**src/rtl/tug_pkg.sv**
```systemverilog
// Shared types and constants for the tug-of-war computer player.
// The LFSR is a 9-bit XNOR Fibonacci register. Its only lock-up value is all-ones.
package tug_pkg;

    localparam int LFSR_WIDTH = 9;
    localparam int LFSR_TAP   = 4;
    localparam logic [LFSR_WIDTH-1:0] LFSR_LOCKUP = '1;

    typedef enum logic [1:0] {
        IDLE  = 2'd0,
        ARM   = 2'd1,
        PRESS = 2'd2,
        HOLD  = 2'd3
    } press_state_t;

    // One XNOR shift: the feedback (bit0 XNOR bit TAP) enters at the top.
    function automatic logic [LFSR_WIDTH-1:0] lfsr_shift(input logic [LFSR_WIDTH-1:0] cur);
        lfsr_shift = {cur[0] ~^ cur[LFSR_TAP], cur[LFSR_WIDTH-1:1]};
    endfunction

endpackage

```
**src/rtl/tug_lfsr_core.sv**
```systemverilog
// LFSR register with step enable and recovery from the all-ones lock-up state.
// The value is held while step is low, so the sequence continues across rounds.
module tug_lfsr_core
    import tug_pkg::*;
(
    input  logic                  clk,
    input  logic                  reset,
    input  logic                  step,
    output logic [LFSR_WIDTH-1:0] q
);

    logic [LFSR_WIDTH-1:0] q_r;
    logic [LFSR_WIDTH-1:0] next_s;

    // Next value: a normal shift, or zero when the register is stuck at all-ones.
    always_comb begin
        next_s = lfsr_shift(q_r);
        if (q_r == LFSR_LOCKUP) begin
            next_s = {LFSR_WIDTH{1'b0}};
        end else begin
            next_s = lfsr_shift(q_r);
        end
    end

    // LFSR state register: synchronous active-low clear, advances only when step is high.
    always_ff @(posedge clk) begin
        if (!reset) begin
            q_r <= {LFSR_WIDTH{1'b0}};
        end else if (step) begin
            q_r <= next_s;
        end else begin
            q_r <= q_r;
        end
    end

    assign q = q_r;

endmodule

```
**src/rtl/cpu_press_scheduler.sv**
```systemverilog
// Computer-player press scheduler for tug-of-war.
// On a tick, presses when the LFSR value is below the difficulty setting.
// After each press it waits GAP_TICKS ticks before it can press again.
// Optional feature macro: CPU_PRESS_COUNT_EN adds a saturating press_count output.
module cpu_press_scheduler
    import tug_pkg::*;
#(
    parameter int WIDTH     = LFSR_WIDTH,
    parameter int GAP_TICKS = 2
) (
    input  logic             clk,
    input  logic             reset,
    input  logic             enable,
    input  logic             tick,
    input  logic [WIDTH-1:0] difficulty,
    output logic             press,
    output logic [WIDTH-1:0] lfsr_q,
    output logic             busy
`ifdef CPU_PRESS_COUNT_EN
    ,
    output logic [7:0]       press_count
`endif
);

    localparam logic [7:0] GAP_INIT = 8'(GAP_TICKS);

    press_state_t     state_r;
    press_state_t     next_state_s;
    logic [7:0]       gap_r;
    logic [7:0]       gap_next_s;
    logic             press_r;
    logic             busy_r;
    logic             step_s;
    logic [WIDTH-1:0] lfsr_s;

    // The LFSR runs whenever the player is active.
    assign step_s = (state_r != IDLE);

    tug_lfsr_core u_lfsr (
        .clk   (clk),
        .reset (reset),
        .step  (step_s),
        .q     (lfsr_s)
    );

    // Next-state logic. The compare uses the LFSR value before this cycle's step.
    always_comb begin
        next_state_s = state_r;
        gap_next_s   = gap_r;
        case (state_r)
            IDLE: begin
                if (enable) begin
                    next_state_s = ARM;
                end else begin
                    next_state_s = IDLE;
                end
            end
            ARM: begin
                if (!enable) begin
                    next_state_s = IDLE;
                end else if (tick && (lfsr_s < difficulty)) begin
                    next_state_s = PRESS;
                end else begin
                    next_state_s = ARM;
                end
            end
            PRESS: begin
                // The pulse always completes. Only the following state depends on enable.
                if (!enable) begin
                    next_state_s = IDLE;
                end else if (GAP_TICKS == 0) begin
                    next_state_s = ARM;
                end else begin
                    next_state_s = HOLD;
                    gap_next_s   = GAP_INIT;
                end
            end
            HOLD: begin
                if (!enable) begin
                    next_state_s = IDLE;
                end else if (tick) begin
                    if (gap_r == 8'd1) begin
                        next_state_s = ARM;
                    end else begin
                        gap_next_s = gap_r - 8'd1;
                    end
                end else begin
                    next_state_s = HOLD;
                end
            end
            default: begin
                next_state_s = IDLE;
                gap_next_s   = 8'd0;
            end
        endcase
    end

    // State, gap counter and registered outputs. press and busy are decoded from the next state.
    always_ff @(posedge clk) begin
        if (!reset) begin
            state_r <= IDLE;
            gap_r   <= 8'd0;
            press_r <= 1'b0;
            busy_r  <= 1'b0;
        end else begin
            state_r <= next_state_s;
            gap_r   <= gap_next_s;
            press_r <= (next_state_s == PRESS);
            busy_r  <= (next_state_s != IDLE);
        end
    end

    assign press  = press_r;
    assign busy   = busy_r;
    assign lfsr_q = lfsr_s;

`ifdef CPU_PRESS_COUNT_EN
    logic [7:0] count_r;

    // Saturating press counter. Only reset clears it.
    always_ff @(posedge clk) begin
        if (!reset) begin
            count_r <= 8'd0;
        end else if (press_r && (count_r != 8'hFF)) begin
            count_r <= count_r + 8'd1;
        end else begin
            count_r <= count_r;
        end
    end

    assign press_count = count_r;
`endif

endmodule
```
**config.mk**
```make
export PLATFORM = sky130hd
export DESIGN_NAME = cpu_press_scheduler
export DESIGN_NICKNAME = d
export VERILOG_FILES = /design/src/rtl/tug_pkg.sv /design/src/rtl/tug_lfsr_core.sv /design/src/rtl/cpu_press_scheduler.sv
export SDC_FILE = /design/constraint.sdc
export NUM_CORES = 1
export LEC_CHECK = 0
export BUFFER_PORTS_ARGS = -buffer_cell sky130_fd_sc_hd__buf_4
export CAP_MARGIN = 20
export CORE_MARGIN = 5
export CORE_UTILIZATION = 48
export CTS_CLUSTER_SIZE = 30
export DETAILED_ROUTE_END_ITERATION = 10
export PLACE_DENSITY = 0.71
export SETUP_SLACK_MARGIN = 0.2
export SLEW_MARGIN = 40
export SYNTH_ARGS = -nofsm -noshare
export SYNTH_HDL_FRONTEND = slang
export SYNTH_HIERARCHICAL = 1
export SYNTH_SLANG_ARGS = --single-unit
```
**constraint.sdc**
```tcl
create_clock -name clk -period 1.47 [get_ports clk]
set_input_delay 0.3675 -clock clk [delete_from_list [all_inputs] [get_ports clk]]
set_output_delay 0.3675 -clock clk [all_outputs]
set_load 0.02 [all_outputs]
```
==> qor.yml <==
status: "finished with violations"
violations: "negative setup slack"
yosysSeqAreaShare_pct: 34.7
finalWirelength_um: 3370
ant_nets: 0
holdCritPathClass: "in -> reg"
ys_ff_latch: 21
grt_start_max_net_pins: 12
worst_slack_ns: -0.0135
gp_congestion: 0.807
period_share_pct: 101
rsz0062_at_grt: "true"
avgSynthCellArea_um2: 8.98
setup_tns_ns: -0.0135
yosys_warnings: 6
grt_pass1_vias: 1157
die_h_um: 60.3
antenna_found_initial: 0
rows: 18
die_x_um: 60.3
syn_nets: 158
power_density_nw_per_um2: 571
io_pins: 24
core_area_um2: 2450
cts_root_buffer: "clkbuf_4"
cp.arrival_ns: 1.67
cts.sinks: 21
mostFrequentLayoutCell: "buf_4"
nets: 205
ir_drop_mv: 0.453
final_layout_size_suffix_gt1_share_pct: 51.4
portBuffers: 23
drv_slew: 0
pre_cts_ws_ns: -0.0304
worstSkewPairLatency_ns: 0.31
cp-start-kind: "register"
first_pass_iters: 4
drt_first_iter_violations: 33
drv_cap: 0
clockBufferDepth: 2
crit_path_end_kind: "register"
overflow: 0
wire_per_inst_um: 16.0
grt_pass1_wl_um: 5280
multiInputGateArea_um2: 933
slew_headroom_pct: 69.2
required_ns: 1.66
hold_buffers: 0
path_class: "reg -> reg"
worst_slew_pin_slew_ns: 0.458
drc: 0
areaGrowthSynthToFinish_pct: 52.8
cts_max_level: 1
fin_skew_ns: 0.00315
num_antenna_cells: 0
finalSetupViolCount: 1
layout_common_cells: "37 x buf_4, 13 x nand2_1, 12 x nor2_1"
final-hold-violation-count: 0
fillCellCount: 177
netlist_area_um2: 1210
cp_max_fo: 5
power.leakage_uw: 0.000814
vias: 1172
viasPerCell: 5.55
syn_inst: 135
dieArea_um2: 3630
start_util_pct: 49.4
min_period_ns: 1.48
grtUsageTotal_pct: 19.5
dp_hpwl_um: 2260
clock.fmax_mhz: 674
cts_buffers: 3
cts_tree: "built"
regArea_um2: 458
synthDistinctLibCells: 41
cts.reportedPaths.clkPinSlew_ns: 0.12
==> flip-flops by register name (all words and copies together), names as in the netlist <==
register and count:
gap_r 8, u_lfsr/q 9, state_r 2, busy 1
press 1
==> power breakdown <==
part | switching [µW] | internal, µW
registers | 14.1 | 569
clock network | 178 | 106
logic | 96.2 | 96.0
==> timing repair <==
item | CTS | global route
pin swaps | 15 | 11
setup buffers | 9 | 1
resized for setup | 20 | 20
setup endpoints to repair | 14 | 22
==> area by class of cell <==
cell class / instances / area share, %
sequential: 21 / 24.7
timing repair buffer: 43 / 18.8
clock buffer: 4 / 1.42
inverter: 13 / 2.63
multi-input combinational: 100 / 50.4
tap: 30 / 2.03
==> cell usage after synthesis <==
master	instances	area (µm²)
a211oi_1	1	7.51
a21o_2	1	8.76
a21oi_1	5	25.0
a221oi_2	1	15.0
and2_1	1	6.26
and3_1	1	6.26
and3b_1	1	8.76
and4bb_2	1	12.5
buf_4	1	7.51
dfxtp_1	21	420
ha_1	10	125
inv_1	13	48.8
mux2i_1	8	80.1
nand2_1	13	48.8
nand2b_1	1	6.26
nand3_1	6	30.0
nand3b_1	3	22.5
nand4_1	5	31.3
nand4_2	1	12.5
nand4_4	1	21.3
nor2_1	13	48.8
nor2b_1	1	6.26
nor3_1	3	15.0
nor3b_1	1	7.51
nor4_1	1	6.26
nor4_4	1	21.3
o2111ai_1	1	8.76
o211a_1	1	10.0
o21ai_0	3	15.0
o21ai_1	1	5.00
o2bb2ai_1	1	8.76
o311ai_0	2	17.5
o31a_1	1	8.76
o31ai_4	1	21.3
o41ai_1	1	8.76
or2_2	1	6.26
or3_1	3	18.8
or3b_1	1	8.76
or4_1	1	7.51
xnor2_1	1	8.76
xor2_1	1	8.76
==> per-stage QoR <==
| step | cells | cell area, µm² | power (µW) | hold slack (ns) | utilization, % |
|---|---|---|---|---|---|
| 3_5_place_dp | 197 | 1570 | 762 | 0.489 | 64.0 |
| 4_1_cts | 210 | 1760 | 1050 | 0.346 | 71.7 |
| 2_1_floorplan | 135 | 1290 | 691 | 0.442 | - |
| 6_report | 211 | 1850 | 1060 | 0.350 | 75.5 |
| 5_1_grt | 211 | 1850 | 1120 | 0.350 | 75.5 |
| 3_3_place_gp | 197 | 1570 | 757 | 0.456 | 64.0 |
==> cell families (layout without fill, tap and decap cells) <==
family,count (synthesis),after routing,share of synthesized area [%]
DFF,21,21,34.7
AOI/OAI and AO/OA,20,20,13.2
xor gates and xnor gates,2,2,1.45
adders and majority gates,10,10,10.3
buffers and inverters,14,60,4.64
and+or+nand+nor,60,60,29.1
muxes,8,8,6.61
==> layer usage <==
layer	global-route usage [%]	wire, µm	vias to the layer above	part of all wire (%)
li1	-	-	581	-
met1	24.5	1360	549	40
met2	33.3	1760	33	52
met3	3.24	179	9	5.3
met4	6.65	76	0	2.3
met5	0	0	-	0
==> final timing paths <==
kind                         start                     to  slack (ns)  cells past startpoint
max reg2reg  gap_r[1]$_SDFFE_PN0P_  gap_r[4]$_SDFFE_PN0P_       -0.01                      6
min reg2reg  gap_r[6]$_SDFFE_PN0P_  gap_r[6]$_SDFFE_PN0P_        0.51                      2
min                         enable        busy$_SDFF_PN0_        0.35                      3
max          gap_r[1]$_SDFFE_PN0P_  gap_r[4]$_SDFFE_PN0P_       -0.01                      6
==> critical path, cell delays in order (launching register included) <==
cell	delay [ns]
dfxtp_2	0.35
inv_2	0.05
ha_4	0.14
and4bb_4	0.22
a21o_2	0.22
o311ai_2	0.25
o41ai_2	0.13
(Power assumes the default switching activity.)
